$ cat src/rtl/kamikaze_lsu_wb_pkg.sv
// Shared definitions for the kamikaze load/store + writeback stage.
// The memory-op codes are shared with decode.
package kamikaze_lsu_wb_pkg;

    localparam int unsigned XLEN = 32;

    typedef enum logic [3:0] {
        MEM_NONE = 4'd0,
        MEM_LB   = 4'd1,
        MEM_LH   = 4'd2,
        MEM_LW   = 4'd3,
        MEM_LBU  = 4'd4,
        MEM_LHU  = 4'd5,
        MEM_SB   = 4'd6,
        MEM_SH   = 4'd7,
        MEM_SW   = 4'd8
    } mem_op_e;

    typedef enum logic {
        ST_IDLE     = 1'b0,
        ST_WAIT_ACK = 1'b1
    } lsu_state_e;

    function automatic logic is_mem_op(input logic [3:0] op);
        case (op)
            MEM_LB, MEM_LH, MEM_LW, MEM_LBU, MEM_LHU,
            MEM_SB, MEM_SH, MEM_SW: is_mem_op = 1'b1;
            default:                is_mem_op = 1'b0;
        endcase
    endfunction

    function automatic logic is_store_op(input logic [3:0] op);
        case (op)
            MEM_SB, MEM_SH, MEM_SW: is_store_op = 1'b1;
            default:                is_store_op = 1'b0;
        endcase
    endfunction

endpackage

$ cat src/rtl/kamikaze_lsu_align.sv
// Combinational lane logic: store byte-enables/replication, alignment check,
// and load lane extraction with sign/zero extension.
module kamikaze_lsu_align
    import kamikaze_lsu_wb_pkg::*;
(
    input  logic [3:0]  st_op_i,
    input  logic [1:0]  st_off_i,
    input  logic [31:0] st_data_i,
    output logic [3:0]  st_be_o,
    output logic [31:0] st_wdata_o,
    output logic        st_misalign_o,
    input  logic [3:0]  ld_op_i,
    input  logic [1:0]  ld_off_i,
    input  logic [31:0] ld_rdata_i,
    output logic [31:0] ld_data_o
);

    // Packs {be, wdata}; loads reuse the byte-enable half only.
    function automatic logic [35:0] store_lanes(input logic [3:0] op,
                                                input logic [1:0] off,
                                                input logic [31:0] d);
        case (op)
            MEM_LB, MEM_LBU, MEM_SB: store_lanes = {4'b0001 << off, {4{d[7:0]}}};
            MEM_LH, MEM_LHU, MEM_SH: store_lanes = {4'b0011 << off, {2{d[15:0]}}};
            MEM_LW, MEM_SW:          store_lanes = {4'b1111, d};
            default:                 store_lanes = 36'd0;
        endcase
    endfunction

    function automatic logic misaligned(input logic [3:0] op, input logic [1:0] off);
        case (op)
            MEM_LH, MEM_LHU, MEM_SH: misaligned = off[0];
            MEM_LW, MEM_SW:          misaligned = (off != 2'b00);
            default:                 misaligned = 1'b0;
        endcase
    endfunction

    function automatic logic [31:0] load_extend(input logic [3:0] op,
                                                input logic [1:0] off,
                                                input logic [31:0] rdata);
        logic [31:0] lane;
        lane = rdata >> {off, 3'b000};
        case (op)
            MEM_LB:  load_extend = {{24{lane[7]}}, lane[7:0]};
            MEM_LBU: load_extend = {24'd0, lane[7:0]};
            MEM_LH:  load_extend = {{16{lane[15]}}, lane[15:0]};
            MEM_LHU: load_extend = {16'd0, lane[15:0]};
            MEM_LW:  load_extend = rdata;
            default: load_extend = 32'd0;
        endcase
    endfunction

    assign {st_be_o, st_wdata_o} = store_lanes(st_op_i, st_off_i, st_data_i);
    assign st_misalign_o         = misaligned(st_op_i, st_off_i);
    assign ld_data_o             = load_extend(ld_op_i, ld_off_i, ld_rdata_i);

endmodule

$ cat src/rtl/kamikaze_lsu_wb.sv
// Load/store and writeback stage: runs one req/ack data access at a time and
// produces a single registered register-file write per retired instruction.
module kamikaze_lsu_wb
    import kamikaze_lsu_wb_pkg::*;
(
    input  logic        clk_i,
    input  logic        rst_i,
    input  logic        valid_i,
    input  logic [31:0] result_i,
    input  logic [31:0] store_data_i,
    input  logic [3:0]  mem_op_i,
    input  logic [4:0]  rf_rd_i,
    input  logic        rf_rd_we_i,
    output logic        stall_o,
    output logic        mem_req_o,
    output logic        mem_we_o,
    output logic [31:0] mem_addr_o,
    output logic [3:0]  mem_be_o,
    output logic [31:0] mem_wdata_o,
    input  logic [31:0] mem_rdata_i,
    input  logic        mem_ack_i,
    output logic        rf_we_o,
    output logic [4:0]  rf_waddr_o,
    output logic [31:0] rf_wdata_o,
    output logic        misalign_o
);

    lsu_state_e  state_q, state_d;
    logic        req_q, req_d;
    logic        we_q, we_d;
    logic [31:0] addr_q, addr_d;
    logic [3:0]  be_q, be_d;
    logic [31:0] wdata_q, wdata_d;
    logic [3:0]  op_q, op_d;
    logic [1:0]  off_q, off_d;
    logic [4:0]  rd_q, rd_d;
    logic        rd_we_q, rd_we_d;
    logic        rf_we_q, rf_we_d;
    logic [4:0]  rf_waddr_q, rf_waddr_d;
    logic [31:0] rf_wdata_q, rf_wdata_d;
    logic        misalign_q, misalign_d;

    logic [3:0]  st_be_s;
    logic [31:0] st_wdata_s;
    logic        st_misalign_s;
    logic [31:0] ld_data_s;

    kamikaze_lsu_align u_align (
        .st_op_i       (mem_op_i),
        .st_off_i      (result_i[1:0]),
        .st_data_i     (store_data_i),
        .st_be_o       (st_be_s),
        .st_wdata_o    (st_wdata_s),
        .st_misalign_o (st_misalign_s),
        .ld_op_i       (op_q),
        .ld_off_i      (off_q),
        .ld_rdata_i    (mem_rdata_i),
        .ld_data_o     (ld_data_s)
    );

    // Next-state and output-register computation.
    always_comb begin
        state_d    = state_q;
        req_d      = req_q;
        we_d       = we_q;
        addr_d     = addr_q;
        be_d       = be_q;
        wdata_d    = wdata_q;
        op_d       = op_q;
        off_d      = off_q;
        rd_d       = rd_q;
        rd_we_d    = rd_we_q;
        rf_we_d    = 1'b0;
        rf_waddr_d = rf_waddr_q;
        rf_wdata_d = rf_wdata_q;
        misalign_d = 1'b0;
        case (state_q)
            ST_IDLE: begin
                if (!valid_i) begin
                    state_d = ST_IDLE;
                end else if (!is_mem_op(mem_op_i)) begin
                    rf_we_d    = rf_rd_we_i && (rf_rd_i != 5'd0);
                    rf_waddr_d = rf_rd_i;
                    rf_wdata_d = result_i;
                end else if (st_misalign_s) begin
                    misalign_d = 1'b1;
                end else begin
                    state_d = ST_WAIT_ACK;
                    req_d   = 1'b1;
                    we_d    = is_store_op(mem_op_i);
                    addr_d  = {result_i[31:2], 2'b00};
                    be_d    = st_be_s;
                    wdata_d = st_wdata_s;
                    op_d    = mem_op_i;
                    off_d   = result_i[1:0];
                    rd_d    = rf_rd_i;
                    rd_we_d = rf_rd_we_i;
                end
            end
            ST_WAIT_ACK: begin
                if (mem_ack_i) begin
                    state_d = ST_IDLE;
                    req_d   = 1'b0;
                    if (!we_q) begin
                        rf_we_d    = rd_we_q && (rd_q != 5'd0);
                        rf_waddr_d = rd_q;
                        rf_wdata_d = ld_data_s;
                    end else begin
                        rf_we_d = 1'b0;
                    end
                end else begin
                    state_d = ST_WAIT_ACK;
                end
            end
            default: begin
                state_d = ST_IDLE;
                req_d   = 1'b0;
            end
        endcase
    end

    // State and output registers with synchronous active-low reset.
    always_ff @(posedge clk_i) begin
        if (!rst_i) begin
            state_q    <= ST_IDLE;
            req_q      <= 1'b0;
            we_q       <= 1'b0;
            addr_q     <= 32'd0;
            be_q       <= 4'd0;
            wdata_q    <= 32'd0;
            op_q       <= 4'd0;
            off_q      <= 2'd0;
            rd_q       <= 5'd0;
            rd_we_q    <= 1'b0;
            rf_we_q    <= 1'b0;
            rf_waddr_q <= 5'd0;
            rf_wdata_q <= 32'd0;
            misalign_q <= 1'b0;
        end else begin
            state_q    <= state_d;
            req_q      <= req_d;
            we_q       <= we_d;
            addr_q     <= addr_d;
            be_q       <= be_d;
            wdata_q    <= wdata_d;
            op_q       <= op_d;
            off_q      <= off_d;
            rd_q       <= rd_d;
            rd_we_q    <= rd_we_d;
            rf_we_q    <= rf_we_d;
            rf_waddr_q <= rf_waddr_d;
            rf_wdata_q <= rf_wdata_d;
            misalign_q <= misalign_d;
        end
    end

    assign stall_o     = (state_q == ST_WAIT_ACK);
    assign mem_req_o   = req_q;
    assign mem_we_o    = we_q;
    assign mem_addr_o  = addr_q;
    assign mem_be_o    = be_q;
    assign mem_wdata_o = wdata_q;
    assign rf_we_o     = rf_we_q;
    assign rf_waddr_o  = rf_waddr_q;
    assign rf_wdata_o  = rf_wdata_q;
    assign misalign_o  = misalign_q;

endmodule

$ cat config.mk
export PLATFORM = sky130hd
export DESIGN_NAME = kamikaze_lsu_wb
export DESIGN_NICKNAME = d
export VERILOG_FILES = /design/src/rtl/kamikaze_lsu_wb_pkg.sv /design/src/rtl/kamikaze_lsu_align.sv /design/src/rtl/kamikaze_lsu_wb.sv
export SDC_FILE = /design/constraint.sdc
export NUM_CORES = 1
export LEC_CHECK = 0
export ABC_CLOCK_PERIOD_IN_PS = 5000
export CAP_MARGIN = 20
export CORE_MARGIN = 5
export CORE_UTILIZATION = 48
export DETAILED_ROUTE_END_ITERATION = 12
export GPL_TIMING_DRIVEN = 0
export PLACE_DENSITY = 0.86
export SETUP_SLACK_MARGIN = 0.05
export SYNTH_ARGS = -nofsm -noshare
export SYNTH_HDL_FRONTEND = slang
export SYNTH_SLANG_ARGS = --single-unit
$ cat constraint.sdc
create_clock -name clk_i -period 5 [get_ports clk_i]
set_input_delay 1 -clock clk_i [delete_from_list [all_inputs] [get_ports clk_i]]
set_output_delay 1 -clock clk_i [all_outputs]
set_load 0.1 [all_outputs]
## Word-level counts from Yosys, hierarchy flattened

Memories as Yosys holds them, arrays and structs flattened.
Cells that the tools add are included.

- Flip-flop bits (word level): 120
- Output and inout bits: 110
- Memories kept: 1
- Latch bits: 0
- Bits in writable memories: 0
- Input port bits: 110
- Bits in read-only memories: 16

- Divide/modulo/power cells: 0
- Add/subtract/negate cells: 0
- Equality and inequality tests: 19
- Reductions and logical operators: 13
- Order comparisons: 0
- $mul: 0
- Muxes and demuxes: 32
- Shift operators: 3
- Bitwise logic cells: 5

Memories:

| memory | words | bits a word | read ports | clocked after memory_dff | wr ports | RTL line | source |
|---|---|---|---|---|---|---|---|
| (no name shown) | 16 | 1 | 1 | 0 | 0 | kamikaze_lsu_wb_pkg.sv:25 | `case (op)` |

Operators by type and width:

| kind | count |
|---|---|
| $pmux 32 s5 | 1 |
| $mux 32 | 4 |
| $pmux 36 s3 | 1 |
| $pmux 32 s2 | 1 |
| $shr 32x5->16 | 1 |
| $eq 4x3->1 const B | 6 |
| $mux 5 | 4 |
| $eq 4x2->1 const B | 4 |
| $mux 1 | 16 |
| $ne 2x2->1 const B | 6 |
| $reduce_and 4->1 | 3 |
| $pmux 5 s2 | 1 |
| $reduce_bool 5->1 | 2 |
| $reduce_or 3->1 | 3 |
| $eq 4x1->1 const B | 2 |
| $pmux 1 s2 | 4 |
| $not 1->1 | 5 |
| $eq 4x4->1 const B | 1 |
| $reduce_or 4->1 | 1 |
| $shl 1x2->4 const A | 1 |
| $shl 2x2->4 const A | 1 |
| $logic_and 1x1->1 | 2 |
| $reduce_bool 2->1 | 1 |
| $reduce_or 2->1 | 1 |

## Longest topological paths before layout

- Depth after elaboration: 7
- Depth in mapped cells: 8

## Modules after synthesis

From an unflattened synthesis, not the netlist that was laid out.

- Cell total of the unflattened synthesis: 796
- Area total of the unflattened synthesis: 6551.3 µm²

By module, submodules not included:

| module | area an instance (µm²) | cells an instance | instances |
|---|---|---|---|
| kamikaze_lsu_wb | 4819.6 | 555 | 1 |
| kamikaze_lsu_align | 1731.7 | 241 | 1 |

## Worst setup path after synthesis

No wires, ideal clock.

- Path kind: input port to flip-flop
- Start: input mem_op_i[1]
- End: register rf_waddr_q[0], in the netlist rf_waddr_o[0]
- Library setup time: 82 ps
- Data arrival time: 2546 ps
- Slack: 2372 ps
- Stages: 8
- Path buffers: 3
- Required time: 4918 ps
- Cells stage by stage: clkbuf_1 or4_1 and2_1 buf_6 a21boi_4 buf_4 nor2_1 a211oi_2

- Word-level cells in the longest chain between the ends: 5

Ends and longest elaborated chain:

| item | RTL line | source |
|---|---|---|
| start: declaration | kamikaze_lsu_wb.sv:11 | `input logic [3:0] mem_op_i,` |
| $mem_v2 16x1 | - |  |
| $mux 1 | kamikaze_lsu_wb.sv:79 | `if (!valid_i) begin` |
| $mux 1 | kamikaze_lsu_wb.sv:77 | `case (state_q)` |
| $ne 2x2->1 (no line) | - |  |
| $reduce_and 4->1 (no line) | - |  |
| end signal: assignment | kamikaze_lsu_wb.sv:151 | `rf_waddr_q <= rf_waddr_d;` |
| end: declaration | kamikaze_lsu_wb.sv:39 | `logic [4:0] rf_waddr_q, rf_waddr_d;` |

No other way between the ends. The select of a mux whose other input is x is not followed.
A chain may end at the register's enable or synchronous reset.

## Worst setup path after layout

- Start: input mem_op_i[0]
- End: register wdata_q[8], in the netlist mem_wdata_o[8]

- Word-level cells in the longest chain between the ends: 5
- Elaborated cells between the ends (all ways): 18
- Those cells by class: eq/ne (8); mux (4); bitwise (1); reduce/logical (4); memory (1)

Ends and longest elaborated chain:

| item | RTL line | source |
|---|---|---|
| branches (longest 5 deep; another with $mem_v2 16x1) | - |  |
| end signal: assignment | kamikaze_lsu_wb.sv:145 | `wdata_q <= wdata_d;` |
| end: declaration | kamikaze_lsu_wb.sv:33 | `logic [31:0] wdata_q, wdata_d;` |

Parallel ways; which one is timed is not known. The select of a mux whose other input is x is not followed.

==> metrics.yaml <==
synthAdderAreaFrac_pct: 0
die_area_um2: 14400
finClkSkew_ps: 8.55
coreArea_um2: 11900
place.gp.congestion: 0.958
yosys.area_share.xor_xnor_pct: 0
max-vdd-ir-drop_uv: 208
min_period_ps: 3130
rows: 40
seqPwrFrac_pct: 31.8
slew-limit-headroom_pct: 27.1
synth_seq_area_share_pct: 41.5
async_flop_share_pct: 0
cts_made_buffers: 17
grt_pass1_vias: 6470
cts_sinks: 120
clockPowerShare_pct: 36.4
hold_class: "reg -> reg"
finalSetupViolations: 0
synth_top_family_by_area: "compound AO/OA/AOI/OAI gates"
area_delta_synth_final_pct: 50.2
yosysWarnings: 0
p_total_mw: 3.38
critPathMaxFanout: 10
outcome: "finished clean"
crit_path_end_kind: "flop"
postRouteAntennaNets: 0
start_util_pct: 48.6
synth_edf_count: 0
clkLatencyLatePin_ps: 420
overflow: 0
grt_pass1_wl_mm: 34.4
tns_ps: 0
worstPathRequired_ps: 5280
synth_compound_area_share_pct: 28.7
multi_input_area_um2: 3020
p_per_area_nw_per_um2: 388
wl_per_cell_um: 20.1
drt_iter0_drc: 982
startpoint: "mem_op_i[0]"
clk_pin_slew_ps: 50
io_pins: 220
power.internal_mw: 2.12
drive_gt1_share_pct: 7.37
cts_hold_buf: 0
switchingPower_mw: 1.26
syn_avg_cell_area_um2: 8.07
max_freq_mhz: 320
p_leak_nw: 3.09
synth-seq-cells: 120
dp_hpwl_mm: 16.7
ys_types: 49
syn_area_um2: 5790
finish.net_count: 1062
hold_start: "mem_addr_o[27]"
power_frac_comb_pct: 31.8
grt_max_degree: 17
drt-total-wl_mm: 22.3
synth-simple-area-share_pct: 17.9
cts_max_path_buffers: 2
reg2reg_from: "stall_o"
syn_inst: 718
worstSetupStartpointType: "input pin"
die_y_um: 120
die_x_um: 120
worst_pin_slew_ps: 1080
antenna_found_initial: 0
tritoncts: "built"
portBuffers: 214
cts_root_buf: "clkbuf_16"
ys.flop_type: "dfxtp_1"
viasPerCell: 6.10
n_fill_cell: 923
drt_first_pass_iters: 7
rsz0062_at_grt: "false"
register_area_um2: 2400
cts_setup_buffers: 0
critPathKind: "in -> reg"
post_cts_resized: 0
muxShareOfSynthArea_pct: 5.36
finalHoldViolCount: 0
maxSlewViolCount: 0
switching_share_pct: 37.2
htreeDepth: 4
drc: 0
via_count: 6781
track_usage_pct: 30.3
worstPathArrival_ps: 3400
n_antenna_cell: 0
cap_violations: 0
post-route-period-util_pct: 62.5
final timing paths:
| check | endpoint | slack, ps | depth (start not counted) |
|---|---|---|---|
| setup / recovery | mem_wdata_o[8] | 1870 | 8 |
| hold reg to reg | mem_addr_o[27] | 460 | 2 |
| setup reg to reg | rf_wdata_o[12] | 2340 | 7 |
| hold / removal | mem_addr_o[27] | 460 | 2 |
kinds of logic (layout without fill, tap and decap cells):
logic type             count (synthesis)  after routing
AOI/OAI and AO/OA                    274            274
and+or+nand+nor                      220            220
muxes                                 21             21
DFF                                  120            120
other                                  1              2
buffers and inverters                 82            327
registers in the layout, indices dropped and copies added (netlist names):
name / cells
rd_we_q: 1
rf_we_o: 1
rf_waddr_o: 5
rd_q: 5
mem_we_o: 1
misalign_o: 1
stall_o: 1
op_q: 4
mem_req_o: 1
off_q: 2
rf_wdata_o: 32
mem_wdata_o: 32
mem_be_o: 4
mem_addr_o: 30
through the flow:
step	instance area, um^2	cells	utilization, %	hold slack [ps]	worst slack, ps
2_1_floorplan	5800	719	-	437	2370
3_3_place_gp	8120	1080	68.2	443	1500
3_5_place_dp	8120	1080	68.2	450	1510
4_1_cts	8700	1111	73.1	459	1930
5_1_grt	8700	1111	73.1	469	1700
6_report	8700	1111	73.1	457	1870
layer usage:
metal	vias up	global-route usage [%]	part of all wire (%)
li1	3102	-	-
met1	3112	37.8	38
met2	472	46.7	44
met3	95	9.52	12
met4	0	16.6	5.3
met5	-	0	0
layout make-up:
| type | instances | share of cell area, % |
|---|---|---|
| Tap cell | 147 | 2.11 |
| Sequential cell | 120 | 27.6 |
| Clock buffer | 23 | 5.26 |
| Buffer | 75 | 4.03 |
| Clock inverter | 8 | 1.39 |
| Inverter | 7 | 0.302 |
| Timing Repair Buffer | 214 | 24.6 |
| Multi-Input combinational cell | 517 | 34.7 |
worst max-delay path: stages:
cell and delay [ps]:
clkdlybuf4s50_1 460, buf_2 200, o31ai_1 290, nand2_1 160, nor4_4 510, buf_4 260, clkbuf_1 370, a31oi_1 150
cell usage after synthesis (3+ instances only):
cell type / n / area [um^2]
mux2i_1: 13 / 130
o211ai_1: 3 / 22.5
nand2_1: 112 / 420
a211oi_2: 6 / 75.1
mux4_2: 8 / 180
buf_6: 3 / 33.8
buf_4: 7 / 52.6
nor2_1: 15 / 56.3
a222oi_1: 8 / 80.1
o21ai_0: 138 / 691
and3_1: 8 / 50.1
o221ai_1: 8 / 70.1
o21ai_1: 3 / 15.0
dfxtp_1: 120 / 2400
buf_2: 16 / 80.1
nand3_1: 52 / 260
a22oi_1: 17 / 128
buf_1: 10 / 37.5
inv_1: 6 / 22.5
clkbuf_1: 39 / 146
a21oi_1: 39 / 195
o21a_1: 8 / 60.1
o211a_1: 3 / 30.0
nand3b_1: 3 / 22.5
nand4_1: 10 / 62.6
a31oi_1: 32 / 200
cells in the final DEF, fill, tap and decap left out, types with 6 or more instances in the layout:
cell / instances
a31oi_1: 32
mux4_2: 8
nor2_1: 15
o21ai_0: 138
buf_1: 10
inv_1: 6
clkbuf_16: 17
nand3_1: 52
o221ai_1: 8
and3_1: 8
buf_4: 7
clkbuf_1: 44
buf_2: 16
mux2i_1: 13
a222oi_1: 8
a211oi_2: 6
a21oi_1: 39
nand4_1: 10
nand2_1: 112
clkdlybuf4s50_1: 214
dfxtp_1: 120
o21a_1: 8
a22oi_1: 17
power by group through the flow:
stage | Sequential (mW) | Combinational [mW] | Clock, mW
6_report | 1.07 | 1.07 | 1.23
3_5_place_dp | 1.09 | 1.06 | 0
4_1_cts | 1.07 | 1.07 | 1.23
3_3_place_gp | 1.09 | 1.05 | 0
2_1_floorplan | 1.57 | 0.255 | 0
5_1_grt | 1.08 | 1.12 | 1.28
Power figures use the tool's default switching activity.
